File: src/rtl/nibble_serial_add_ctrl.sv
// ---------------------------------------------------------------------------
// nibble_serial_add_ctrl
//
// Adds two WIDTH-bit operands by driving one external 4-bit adder slice,
// one nibble per clock, least significant nibble first. The ripple carry is
// held in a register between cycles and the slice results are shifted into
// the sum register from the MSB side, so after NIB steps the full sum sits
// in place.
//
// Handshake: start is accepted on a rising edge only while ready=1 (IDLE).
// A start seen while busy=1 is ignored; nothing is queued. done pulses for
// exactly one cycle when sum/cout become valid; sum/cout then hold until the
// next accepted start.
//
// Optional build macro NIBBLE_ADD_SUB_EN: adds input 'sub'. With sub=1 the
// B operand is inverted on load and the initial carry is forced to 1, so the
// result is A-B and cout=1 means "no borrow".
//
// Ports:
//   clk, rst_n          clock (rising edge), async active-low reset
//   sub                 (NIBBLE_ADD_SUB_EN only) subtract select
//   start               request, accepted when ready=1
//   op_a, op_b, cin_in  operands and initial carry, sampled on accept
//   ready, busy, done   status: IDLE / RUN or DONE / one-cycle result pulse
//   sum, cout           result register and final carry
//   slice_a/b/cin       nibbles and carry driven to the external adder slice
//   slice_sum/cout      combinational return from the adder slice
//   state_dbg           current FSM state encoding (0=IDLE,1=RUN,2=DONE)
// ---------------------------------------------------------------------------
module nibble_serial_add_ctrl #(
   parameter int WIDTH = 16
) (
   input  logic             clk,
   input  logic             rst_n,
`ifdef NIBBLE_ADD_SUB_EN
   input  logic             sub,
`endif
   input  logic             start,
   input  logic [WIDTH-1:0] op_a,
   input  logic [WIDTH-1:0] op_b,
   input  logic             cin_in,
   output logic             ready,
   output logic             busy,
   output logic             done,
   output logic [WIDTH-1:0] sum,
   output logic             cout,
   output logic [3:0]       slice_a,
   output logic [3:0]       slice_b,
   output logic             slice_cin,
   input  logic [3:0]       slice_sum,
   input  logic             slice_cout,
   output logic [1:0]       state_dbg
);

   localparam int NIB = WIDTH / 4;
   localparam int CW  = (NIB > 1) ? $clog2(NIB) : 1;

   typedef enum logic [1:0] {
      IDLE = 2'd0,
      RUN  = 2'd1,
      DONE = 2'd2
   } state_t;

   state_t           state, next_state;
   logic [WIDTH-1:0] a_reg, b_reg;
   logic             carry;
   logic [CW-1:0]    count;
   logic             load, step, last;
   logic [WIDTH-1:0] b_load;
   logic             cin_load;

   // Operand conditioning at accept time.
`ifdef NIBBLE_ADD_SUB_EN
   // Two's-complement subtract: A + ~B + 1.
   assign b_load   = sub ? ~op_b : op_b;
   assign cin_load = sub ? 1'b1  : cin_in;
`else
   assign b_load   = op_b;
   assign cin_load = cin_in;
`endif

   assign last = (count == CW'(NIB - 1));

   // State register
   always_ff @(posedge clk or negedge rst_n) begin
      if (!rst_n) state <= IDLE;
      else        state <= next_state;
   end

   // Next-state and control decode
   always_comb begin
      next_state = state;
      load       = 1'b0;
      step       = 1'b0;
      case (state)
         IDLE: begin
            if (start) begin
               load       = 1'b1;
               next_state = RUN;
            end
         end
         RUN: begin
            step = 1'b1;
            if (last) next_state = DONE;
         end
         DONE:    next_state = IDLE;
         default: next_state = IDLE;
      endcase
   end

   // Datapath: shift registers, carry, sum assembly, nibble counter
   always_ff @(posedge clk or negedge rst_n) begin
      if (!rst_n) begin
         a_reg <= '0;
         b_reg <= '0;
         carry <= 1'b0;
         sum   <= '0;
         cout  <= 1'b0;
         count <= '0;
      end else if (load) begin
         a_reg <= op_a;
         b_reg <= b_load;
         carry <= cin_load;
         sum   <= '0;
         cout  <= 1'b0;
         count <= '0;
      end else if (step) begin
         // After NIB shifts the first slice result has reached bits [3:0].
         sum   <= {slice_sum, sum[WIDTH-1:4]};
         carry <= slice_cout;
         a_reg <= a_reg >> 4;
         b_reg <= b_reg >> 4;
         count <= count + CW'(1);
         if (last) cout <= slice_cout;
      end
   end

   // Outputs decoded from registered state only; slice inputs are quiet
   // outside RUN so the shared adder sees zeros when not in use.
   assign ready     = (state == IDLE);
   assign busy      = (state == RUN) || (state == DONE);
   assign done      = (state == DONE);
   assign slice_a   = (state == RUN) ? a_reg[3:0] : 4'd0;
   assign slice_b   = (state == RUN) ? b_reg[3:0] : 4'd0;
   assign slice_cin = (state == RUN) ? carry      : 1'b0;
   assign state_dbg = state;

endmodule
File: config.mk
export PLATFORM = sky130hd
export DESIGN_NAME = nibble_serial_add_ctrl
export DESIGN_NICKNAME = d
export VERILOG_FILES = /design/src/rtl/nibble_serial_add_ctrl.sv
export SDC_FILE = /design/constraint.sdc
export NUM_CORES = 1
export LEC_CHECK = 0
export ABC_AREA = 1
export CORE_ASPECT_RATIO = 2
export CORE_MARGIN = 2
export CORE_UTILIZATION = 50
export CTS_BUF_LIST = sky130_fd_sc_hd__clkbuf_8
export DETAILED_ROUTE_END_ITERATION = 7
export PLACE_DENSITY = 0.82
export REMOVE_ABC_BUFFERS = 1
export SKIP_LAST_GASP = 1
export SLEW_MARGIN = 20
export SYNTH_ARGS = -nofsm -noshare
export SYNTH_HDL_FRONTEND = slang
export SYNTH_SLANG_ARGS = --single-unit
export TNS_END_PERCENT = 20
File: constraint.sdc
create_clock -name clk -period 2.41 [get_ports clk]
set_clock_uncertainty 0.15 [all_clocks]
set_input_delay 0.241 -clock clk [delete_from_list [all_inputs] [get_ports clk]]
set_output_delay 0.241 -clock clk [all_outputs]
set_load 0.005 [all_outputs]
==> impl_metrics.toml, run 1 <==
[status]
status = "completed"

[sta]
slew_headroom = 0.550
fin_crit_ns = 2.20
hold_violations = 0
fmax_ghz = 0.454
final.setup.worst_slack_ns = 0.208
worstMarginPinSlew_ns = 0.675
fin_crit_sh = 0.914
hold-worst-slack_ns = 0.317
drv_slew = 0
finalSetupViolCount = 0
grt_setup_unrepaired = "no"

[global_route]
first_global_vias = 2159
grt_max_degree = 55
grt_overflow = 0
grt_util_all_layers = 0.208
antenna_found_initial = 0
grt_pass1_wl_um = 9860

[floorplanning]
rows = 37
die_area_um2 = 5950
fp.dieH_um = 107
fp.dieW_um = 55.6
initial_core_util = 0.518
ios = 72
coreArea_um2 = 5140

[logic_synthesis]
netlist_instances = 340
synth_cell_type_count = 15
ys_ff_latch = 54
netlist_area_um2 = 2660
yosysWarnings = 0
syn_avg_cell_area_um2 = 7.82
ys_seq_area_frac = 0.508

[cts]
cts_sinks = 54
ctsRootBufferMaster = "clkbuf_8"
cts_setup_buffers = 0
clock_latency_ns = 0.30
numCtsBuffers = 5
ctsLongestPathBuffers = 2
htree_levels = 2
cts_tree = "done"
clk_pin_slew_ns = 0.09

[power]
pwr_density_cell_nw_per_um2 = 1230
max-vdd-ir-drop_uv = 983
p_leak_nw = 1.82

[place]
post_dp_cell_area_um2 = 3350
portBuffers = 71
pre_cts_slack_ns = 0.405
hpwl_um = 3960
gp_congestion = 0.786

[setup_path]
crit_path_start_kind = "register"
crit_type = "reg2out"
cp.arrival_ns = 1.81
required_ns = 2.02
crit_end = "slice_b[3]"
reg2reg_depth = 7
reg2reg_slack_ns = 0.55
r2r_end = "a_reg[9]"
cp-end-kind = "primary output"
critPathLaunch = "state_dbg[1]"
r2r_start = "state_dbg[1]"
crit_fanout = 16

[layout]
final_layout_size_suffix_gt1_frac = 0.0467
mostFrequentLayoutCells = "114 x nand2_1, 70 x clkdlybuf4s50_1, 58 x nand3_1"
finish.utilization = 0.676
num-fill-cells = 411
layout.nets = 453
area_growth_pct = 30.5
n_antenna_cell = 0
fin_area_um2 = 3470
layout_commonest_cell = "nand2_1"

[drt]
ant_nets = 0
drt_iter0_drc = 108
routed_wirelength_um = 5820
viasPerCell = 5.11
vias = 2376
dr.pass1.iters = 4
drc_errors = 0
wire_per_inst_um = 12.5

[run]
maxCapViolations = 0

[worst_hold_path]
hold_path_class = "in2reg"
-- area by class of cell --
type / instances / area, µm² / share of cell area
multi-input combinational: 234 / 1050 / 0.301
inverter: 30 / 113 / 0.0324
sequential: 54 / 1350 / 0.389
timing repair buffer: 81 / 783 / 0.226
tap: 58 / 72.6 / 0.0209
clock buffer: 5 / 68.8 / 0.0198
clock inverter: 3 / 37.5 / 0.0108
-- worst min-delay path by stage --
stage / startpoint / endpoint / slack, ns / cells after the start
final: op_b[15] / b_reg[15] / 0.32 / 3
after floorplan: rst_n / a_reg[0] / -0.20 / 0
after global placement: rst_n / a_reg[13] / 0.25 / 2
after detailed placement: rst_n / a_reg[9] / 0.26 / 2
after global routing: op_a[14] / a_reg[14] / 0.34 / 3
after CTS: op_b[15] / b_reg[15] / 0.31 / 3
-- cells by family (layout without fill, tap and decap cells) --
family                   Yosys count  after routing  share of synthesized area
buffers and inverters             52            119                      0.103
flip-flops                        54             54                      0.508
XOR/XNOR                           1              1                    0.00329
AO/OA/AOI/OAI                     18             18                     0.0339
AND/OR/NAND/NOR                  209            209                      0.323
adder cells (fa/ha/maj)            6              6                     0.0282
-- per-stage QoR --
| step | setup TNS [ns] | total power [mW] | instances |
|---|---|---|---|
| 2_1_floorplan | -25.19 | 2.73 | 318 |
| 3_3_place_gp | 0 | 3.58 | 456 |
| 3_5_place_dp | 0 | 3.68 | 456 |
| 4_1_cts | 0 | 4.28 | 465 |
| 5_1_grt | 0 | 4.66 | 465 |
| 6_report | 0 | 4.27 | 465 |
-- routing by layer --
metal / track usage / vias to the layer above / wire [µm] / share of wire
li1: - / 1182 / - / -
met1: 0.259 / 1115 / 2320 / 0.40
met2: 0.357 / 71 / 3130 / 0.54
met3: 0.0253 / 8 / 251 / 0.043
met4: 0.0906 / 0 / 113 / 0.019
met5: 0 / - / 0 / 0
-- critical path: stages (launching register included) --
cell	delay (ns)
dfrtp_1	0.42
inv_1	0.17
ha_4	0.29
nand2_1	0.07
inv_1	0.06
clkdlybuf4s50_1	0.51
-- power by group --
group          switching, mW  total, mW  internal, mW  leakage [nW]
Clock                  0.283      0.586         0.303        0.0607
Sequential             0.261       1.61          1.35         0.671
Combinational           1.10       2.07         0.970          1.08
Total                   1.65       4.27          2.62          1.82
-- timing repair --
item | 4_1_cts | 5_1_grt
setup endpoints to repair | 0 | 9
hold buffers | 1 | 0
resized for setup | 0 | 1
hold endpoints to repair | 54 | 0
-- Yosys cell counts --
| library cell | instances | area share |
|---|---|---|
| nand2_1 | 114 | 0.16 |
| nand3_1 | 58 | 0.11 |
| dfrtp_1 | 54 | 0.51 |
| nor2_1 | 36 | 0.051 |
| inv_1 | 29 | 0.041 |
| o21ai_0 | 15 | 0.028 |
| buf_2 | 10 | 0.019 |
| buf_4 | 6 | 0.017 |
| buf_6 | 6 | 0.025 |
| ha_1 | 6 | 0.028 |
| o21ai_1 | 2 | 0.0038 |
| a21oi_1 | 1 | 0.0019 |
| inv_2 | 1 | 0.0014 |
| nand2_2 | 1 | 0.0024 |
| xnor2_1 | 1 | 0.0033 |
Note: power is estimated with default switching activity, not from simulation.
==> run 2, diff against run 1 <==
Settings changed: CORE_UTILIZATION 50 to 54, CTS_BUF_LIST sky130_fd_sc_hd__clkbuf_8 to sky130_fd_sc_hd__clkbuf_4 sky130_fd_sc_hd__clkbuf_8, PLACE_DENSITY 0.82 to 0.88.
==> run 2 against run 1 <==
  * Maximum frequency shrank 0.40%
  * Sequential power is essentially flat
  * Highest routed layer unchanged
  * Hold slack lost 0.0025 ns
  * Die area shrank 7.0%
  * Sequential share of layout area grew 0.28 points
  * Via count shrank 0.76%
  * Count of clock-buffer cells in the layout grew 1
==> impl_metrics.toml, run 2 (same netlist as run 1, synthesis figures left out) <==
[setup_path]
worstPathCellList = "inv_1, ha_4, nand2_1, inv_1, clkdlybuf4s50_1"
crit_slowest_cell = "clkdlybuf4s50_1"
crit_path_start_kind = "register"
cp-end-kind = "primary output"
cp.arrival_ns = 1.82
crit_top_cell = "inv_1"
reg2reg_depth = 6
r2r_end = "sum[10]"
crit_type = "reg2out"
crit_fanout = 16
max_stage_delay_ns = 0.49
reg2reg_slack_ns = 0.33
required_ns = 2.02
r2r_start = "state_dbg[0]"

[worst_hold_path]
hold_path_class = "in2reg"
min_to = "b_reg[13]"
min_delay_path_depth = 3
min_from = "op_b[13]"

[cts]
clock_latency_ns = 0.30
htree_levels = 2
ctsLongestPathBuffers = 2
cts_sinks = 54
cts_tree = "done"
ctsRootBufferMaster = "clkbuf_8"
clk_pin_slew_ns = 0.09
numCtsBuffers = 5

[global_route]
met1_usage = 0.254
use_met3 = 0.0374
grt_overflow = 0
first_global_vias = 2221
antenna_found_initial = 0
grt_pass1_wl_um = 9430
gr-max-usage-layer = "met2"
grt_max_degree = 55
use_met2 = 0.415
grt_util_all_layers = 0.228

[status]
status = "completed"

[sta]
hold-worst-slack_ns = 0.314
fin_crit_sh = 0.917
slew_headroom = 0.554
grt_setup_unrepaired = "no"
finalSetupViolCount = 0
drv_slew = 0
fin_crit_ns = 2.21
hold_violations = 0
fmax_ghz = 0.452
worstMarginPinSlew_ns = 0.669

[drt]
ant_nets = 0
vias = 2358
drt_iter0_drc = 63
drc_errors = 0
viasPerCell = 5.09
wire_per_inst_um = 12.5
dr.pass1.iters = 4
routed_wirelength_um = 5780

[place]
portBuffers = 71
hpwl_um = 4020
gp_congestion = 0.765

[power]
p_seq_frac = 0.389
p_clk_frac = 0.122
pwr_density_cell_nw_per_um2 = 1210
max-vdd-ir-drop_uv = 743
power.switching_mw = 1.65
p_leak_nw = 1.80
p_sw_frac = 0.395
comb_power_share = 0.490
internal_power_mw = 2.53

[floorplanning]
die_area_um2 = 5540
initial_core_util = 0.552
coreArea_um2 = 4820
rows = 36
fp.dieW_um = 53.6
ios = 72
fp.dieH_um = 103

[layout]
n_antenna_cell = 0
finish.utilization = 0.715
seq_area_um2 = 1350
layout_commonest_cell = "nand2_1"
multi_input_area_um2 = 1050
area_growth_pct = 29.6
num-fill-cells = 381
layout.nets = 452
mostFrequentLayoutCells = "114 x nand2_1, 70 x clkdlybuf4s50_1, 58 x nand3_1"
final_layout_size_suffix_gt1_frac = 0.0493

[run]
maxCapViolations = 0
## run 2: cell count changes in the layout (fill, tap and decap cells not counted), sizes merged
cell    change
buf         -1
bufinv      -1
clkbuf      +1
clkinv      +1
inv         -1
## run 2: worst max path at each step
stage | from | to | slack (ns) | depth (start not counted)
global route | state_dbg[1] | slice_b[1] | 0.12 | 5
finish | state_dbg[1] | slice_b[1] | 0.20 | 5
global placement | state_dbg[1] | slice_a[1] | 0.43 | 5
CTS | state_dbg[1] | slice_b[1] | 0.07 | 5
floorplan | state_dbg[1] | a_reg[0] | -0.53 | 5
detailed placement | state_dbg[0] | b_reg[8] | 0.39 | 7
## run 2: power groups by stage
stage          logic (mW)  registers (mW)  clock network, mW
3_5_place_dp         2.03            1.63                  0
4_1_cts              2.05            1.62              0.517
3_3_place_gp         1.94            1.61                  0
2_1_floorplan        1.15            1.58                  0
6_report             2.04            1.62              0.507
5_1_grt              2.32            1.67              0.542
## run 2: per-stage QoR
step / instances / power (mW) / setup WS [ns] / TNS, ns / instance area (µm²)
3_3_place_gp: 454 / 3.55 / 0.434 / 0 / 3340
4_1_cts: 463 / 4.18 / 0.0699 / 0 / 3440
5_1_grt: 463 / 4.53 / 0.115 / 0 / 3450
2_1_floorplan: 318 / 2.73 / -0.531 / -25.19 / 2500
3_5_place_dp: 454 / 3.66 / 0.395 / 0 / 3340
6_report: 463 / 4.17 / 0.199 / 0 / 3450
## run 2: final cells by class
type,instances,share of cell area
Clock buffer,6,0.0221
Clock inverter,2,0.00399
Inverter,30,0.0327
Multi-Input combinational cell,234,0.303
Sequential cell,54,0.392
Tap cell,57,0.0207
Timing Repair Buffer,80,0.225
## run 2: layer usage
layer  part of all wire  wire length (µm)
met1               0.40              2310
met2               0.55              3210
met3              0.027               159
met4              0.018               105
met5                  0                 0
## run 2: timing repair
action | 4_1_cts | 5_1_grt
buffers inserted | 0 | 0
hold buffers | 1 | 0
endpoints found under the hold margin | 54 | 0
gates resized for setup | 0 | 1
setup endpoints to repair | 0 | 2
## run 2: critical path: cells and delay by family, from the launching register on
| kind | cells | cell delay [ns] |
|---|---|---|
| buf+inv | 3 | 0.72 |
| simple gates | 1 | 0.09 |
| flops | 1 | 0.43 |
| fa+ha+maj | 1 | 0.27 |
==> patch 1, RTL diff (flow settings as in run 2) <==
`WIDTH`: 16 -> 32.
--- a/src/rtl/nibble_serial_add_ctrl.sv
+++ b/src/rtl/nibble_serial_add_ctrl.sv
@@ -28,7 +28,7 @@
 //   state_dbg           current FSM state encoding (0=IDLE,1=RUN,2=DONE)
 // ---------------------------------------------------------------------------
 module nibble_serial_add_ctrl #(
-   parameter int WIDTH = 16
+   parameter int WIDTH = 32
 ) (
    input  logic             clk,
    input  logic             rst_n,
Interface: changed (resized op_a, op_b and sum); port bits go from 72 to 120. The function was not compared with the original's and may differ.
==> patch 1 against run 2 <==
  * Setup slack worse by 82 ps
  * Total power up 97%
  * Final cell count up 94%
  * Routed wire length up 100%
  * Sequential cell count up 49
  * Critical path type unchanged
  * Area after synthesis up 94%
  * Sequential power up 94%
  * Register-to-register slack about the same
  * Global-route usage up 1.5 points
  * Cell area up 89%
==> patch 1: results (changes against run 2) <==
* final net count: 869, +92%
* Post-DP Area: 0.00628 mm², +88%
* number of maximum-capacitance constraint violations: 0, unchanged
* Max IR drop VDD: 0.736 mV, -1.0%
* met2 WL: 6.40 mm, +100%
* via count of the first global-routing pass: 4566, +110%
* yosys synthesis warning count: 0, unchanged
* Met3 Routed Length: 423 µm, +170%
* global router's overall resource usage: 0.242, +0.0146
* fillcell total: 749, +97%
* H-tree levels: 3, +1
* outcome: finished clean
* share of the clock period used by the worst path after layout: 0.951, +0.0339
* worst-path fanout max: 16, unchanged
* total iterations of the first detailed-routing run: 4, unchanged
* number of buffers inserted by port buffering: 119, +68%
* power in sequential cells: 0.00315 W, +94%
* number of vias in the routed layout: 4667, +98%
* detailed-placement wirelength estimate: 7.95 mm, +98%
* total wirelength of the detailed-routed design: 11.8 mm, +100%
* number of antenna violations at the first check in global routing: 0, unchanged
* clock latency at the later pin of the worst-skew pair: 370 ps, +70 ps
* share of synthesized area occupied by flip-flops and latches: 0.499, -0.00884
* critical path arrival: 1900 ps, +80 ps
* leakage power summed over all cells: 3.49 nW, +94%
* Antenna diodes: 0, unchanged
* number of different library cells in the post-synthesis netlist: 17, +2
* starting DRC count in detailed routing: 305, +380%
* instance count after placement with tap cells included: 880, +94%
* power of the clock network: 0.00109 W, +110%
* Placer Congestion: 0.806, +5.3%
* leading register cell type out of synthesis: dfrtp_1
* ranking of synthesized cells by instance count: nand2_1 (282), dfrtp_1 (103), nand3_1 (86)
* routed metal-1 wire length: 4.53 mm, +96%
* worst-case register-to-register setup slack: 330 ps, about the same
* Clock Tree Buf Depth: 2, unchanged
* Syn Area/Cell: 7.43 µm², -5.0%
* Relative slew margins: 0.359, -0.195
* internal cell power: 0.00487 W, +93%
* tightest hold margin: 244 ps, -70.6 ps
* non-filler cells, final: 898, +94%
* fraction of layout instances using a drive strength above 1: 0.0378, -0.0115
* maximum number of pins on one net before global-route repair: 100, +82%
* Post-Place Setup Slack: 309 ps, -86.3 ps
* clock transition time at the flip-flop clock pins of the worst setup and hold paths: 100 ps
* reported combinational group power: 0.00397 W, +95%
* wire length of the first global-routing pass: 19.9 mm, +110%
* HP Class: in -> reg
* top routing layer in use: met4
* leading cell types by total area after synthesis: dfrtp_1 (50%), nand2_1 (20%), nand3_1 (8.3%), nor2_1 (5.1%), inv_1 (4.5%)
* share of flip-flops with an asynchronous set or reset: 1.00, unchanged
* number of buffers created by CTS: 9, +4
* clock root buffer master: clkbuf_8
-- patch 1: kinds of logic after synthesis --
logic type	after synthesis	synth area share
compound gates	35	0.0339
fa+ha+maj	7	0.0170
simple gates	439	0.340
buf+inv	110	0.108
xor+xnor	1	0.00170
flops	103	0.499
-- patch 1: final timing paths --
check                                   from  depth (start not counted)         end
worst min register to register     a_reg[31]                          2   a_reg[31]
worst max register to register  state_dbg[1]                          5   b_reg[14]
min in group asynchronous              rst_n                          2    b_reg[1]
worst min-delay path                op_b[28]                          3   b_reg[28]
worst max-delay path            state_dbg[1]                          5  slice_b[3]
max in group asynchronous              rst_n                          3     sum[15]
-- patch 1: layout make-up --
cell class / instances / area [µm²] / share of cell area
Inverter: 64 / 243 / 0.0374
Multi-Input combinational cell: 482 / 2050 / 0.315
Sequential cell: 103 / 2580 / 0.397
Clock buffer: 12 / 153 / 0.0235
Clock inverter: 4 / 45.0 / 0.00693
Tap cell: 104 / 130 / 0.0200
Timing Repair Buffer: 129 / 1300 / 0.201
-- patch 1: metal layers --
metal | vias to the layer above | track usage
li1 | 2303 | -
met1 | 2184 | 0.275
met2 | 139 | 0.418
met3 | 41 | 0.0439
met4 | 0 | 0.133
met5 | - | 0
-- patch 1: what timing repair did --
item | 4_1_cts | 5_1_grt
setup buffers | 1 | 0
endpoints found under the hold margin | 48 | 0
setup endpoints to repair | 3 | 0
hold buffers | 1 | 0
gates resized for setup | 0 | 0
-- patch 1: worst max-delay path, cell delays in order (launching register included) --
cell and delay (ps):
dfrtp_1 430, inv_1 170, ha_4 290, nand2_1 70
inv_1 70, clkdlybuf4s50_1 500
==> patch 2, RTL diff (config.mk and constraints of run 2) <==
Without the edit above. Register the output `state_dbg` once more, cleared by the reset; this adds one clock of latency there. The other outputs are not delayed to match.
--- a/src/rtl/nibble_serial_add_ctrl.sv
+++ b/src/rtl/nibble_serial_add_ctrl.sv
@@ -143,6 +143,12 @@
    assign slice_a   = (state == RUN) ? a_reg[3:0] : 4'd0;
    assign slice_b   = (state == RUN) ? b_reg[3:0] : 4'd0;
    assign slice_cin = (state == RUN) ? carry      : 1'b0;
-   assign state_dbg = state;
+   always_ff @(posedge clk or negedge rst_n) begin
+      if (!rst_n) begin
+         state_dbg <= '0;
+      end else begin
+         state_dbg <= state;
+      end
+   end
 
 endmodule
Check against the original RTL: not equivalent (Yosys sat finds a counterexample within 4 cycles, from zero or initial values and one cycle with rst_n low).
==> patch 2 against run 2 <==
  * Worst hold slack worse by 16 ps
  * Sequential power up 3%
  * Sequential cell count up 2
  * Area after synthesis up 1.8%
  * Via count up 2.3%
  * Register-to-register slack better by 150 ps
  * Routed wire length up 3.0%
  * Sequential share of layout area up 0.88 points
  * Fmax up 0.21%
  * Total power up 2.2%
  * Setup slack better by 4.5 ps
  * Cell area up 1.4%
==> patch 2: results (changes against run 2) <==
* Post-DP Area: 0.00337 mm², +1.0%
* Post-Place Setup Slack: 289 ps, -106 ps
* detailed-placement wirelength estimate: 4.03 mm, +0.33%
* maximum number of pins on one net before global-route repair: 59, +7.3%
* total iterations of the first detailed-routing run: 4, unchanged
* share of synthesized area occupied by flip-flops and latches: 0.518, +0.00956
* number of vias in the routed layout: 2412, +2.3%
* Worst path max stage delay: 490 ps, about the same
* instance count after placement with tap cells included: 452, -0.44%
* Relative slew margins: 0.449, -0.105
* number of antenna violations at the first check in global routing: 0, unchanged
* number of different library cells in the post-synthesis netlist: 16, +1
* Placer Congestion: 0.832, +8.7%
* global router's overall resource usage: 0.229, +0.000751
* leading cell types by total area after synthesis: dfrtp_1 (52%), nand2_1 (15%), nand3_1 (11%), nor2_1 (5.0%), inv_1 (3.7%)
* final net count: 451, -0.22%
* worst-path fanout max: 14, -2
* number of standard cells after synthesis: 339, -0.29%
* HP Class: reg -> reg
* fraction of layout instances using a drive strength above 1: 0.0519, +0.00259
* Max IR drop VDD: 0.933 mV, +25%
* ranking of synthesized cells by instance count: nand2_1 (110), nand3_1 (60), dfrtp_1 (56)
* via count of the first global-routing pass: 2229, +0.36%
* drt wl/cell: 12.9 µm, +3.3%
* wire length of the first global-routing pass: 9.72 mm, +3.1%
* leakage power summed over all cells: 1.81 nW, +0.68%
* non-filler cells, final: 462, -0.22%
* starting DRC count in detailed routing: 58, -7.9%
* outcome: finished clean
-- patch 2: kinds of logic after synthesis --
family	after synthesis	share of synthesized area
xor gates and xnor gates	1	0.00324
and+or+nand+nor	207	0.316
DFF	56	0.518
adders and majority gates	6	0.0277
AOI/OAI and AO/OA	18	0.0333
buffers and inverters	51	0.103
-- patch 2: per-layer routing --
layer	share of wire	global-route usage	up-vias	wire [µm]
li1	-	-	1182	-
met1	0.36	0.277	1142	2170
met2	0.56	0.367	70	3320
met3	0.035	0.0345	18	210
met4	0.043	0.134	0	255
met5	0	0	-	0
-- patch 2: path summary, 6_finish.rpt --
check	from	end	slack (ps)	depth (start not counted)
worst max-delay path	state[1]	slice_a[0]	200	5
worst min-delay path	state[1]	state_dbg[1]	300	0
worst max register to register	state[0]	sum[11]	480	6
worst min register to register	state[1]	state_dbg[1]	300	0
max in group asynchronous	rst_n	b_reg[6]	1230	3
min in group asynchronous	rst_n	sum[12]	430	3
-- patch 2: area by class of cell --
class                   instances  area (µm²)
flip-flops and latches         56        1400
fillers                       362        1370
multi-input cells             232        1040
repair buffers                 80         776
inverters                      29         109
clock buffers                   7        90.1
well taps                      57        71.3
clock inverters                 1        7.51
-- patch 2: what timing repair did --
| action | in CTS | in global routing |
|---|---|---|
| endpoints found under the hold margin | 56 | 0 |
| hold buffers | 1 | 0 |
| resized for setup | 1 | 0 |
| endpoints found under the setup margin | 9 | 1 |
| setup buffers | 0 | 1 |
-- patch 2: report_power, final --
part           internal (W)  switching (W)
clock              0.000245       0.000300
sequential          0.00140       0.000272
combinational      0.000959        0.00109
-- patch 2: critical path, delay by kind of cell (launching register included) --
kind,cells,cell delay (ps)
flops,1,420
buf+inv,3,720
simple gates,1,80
fa+ha+maj,1,270
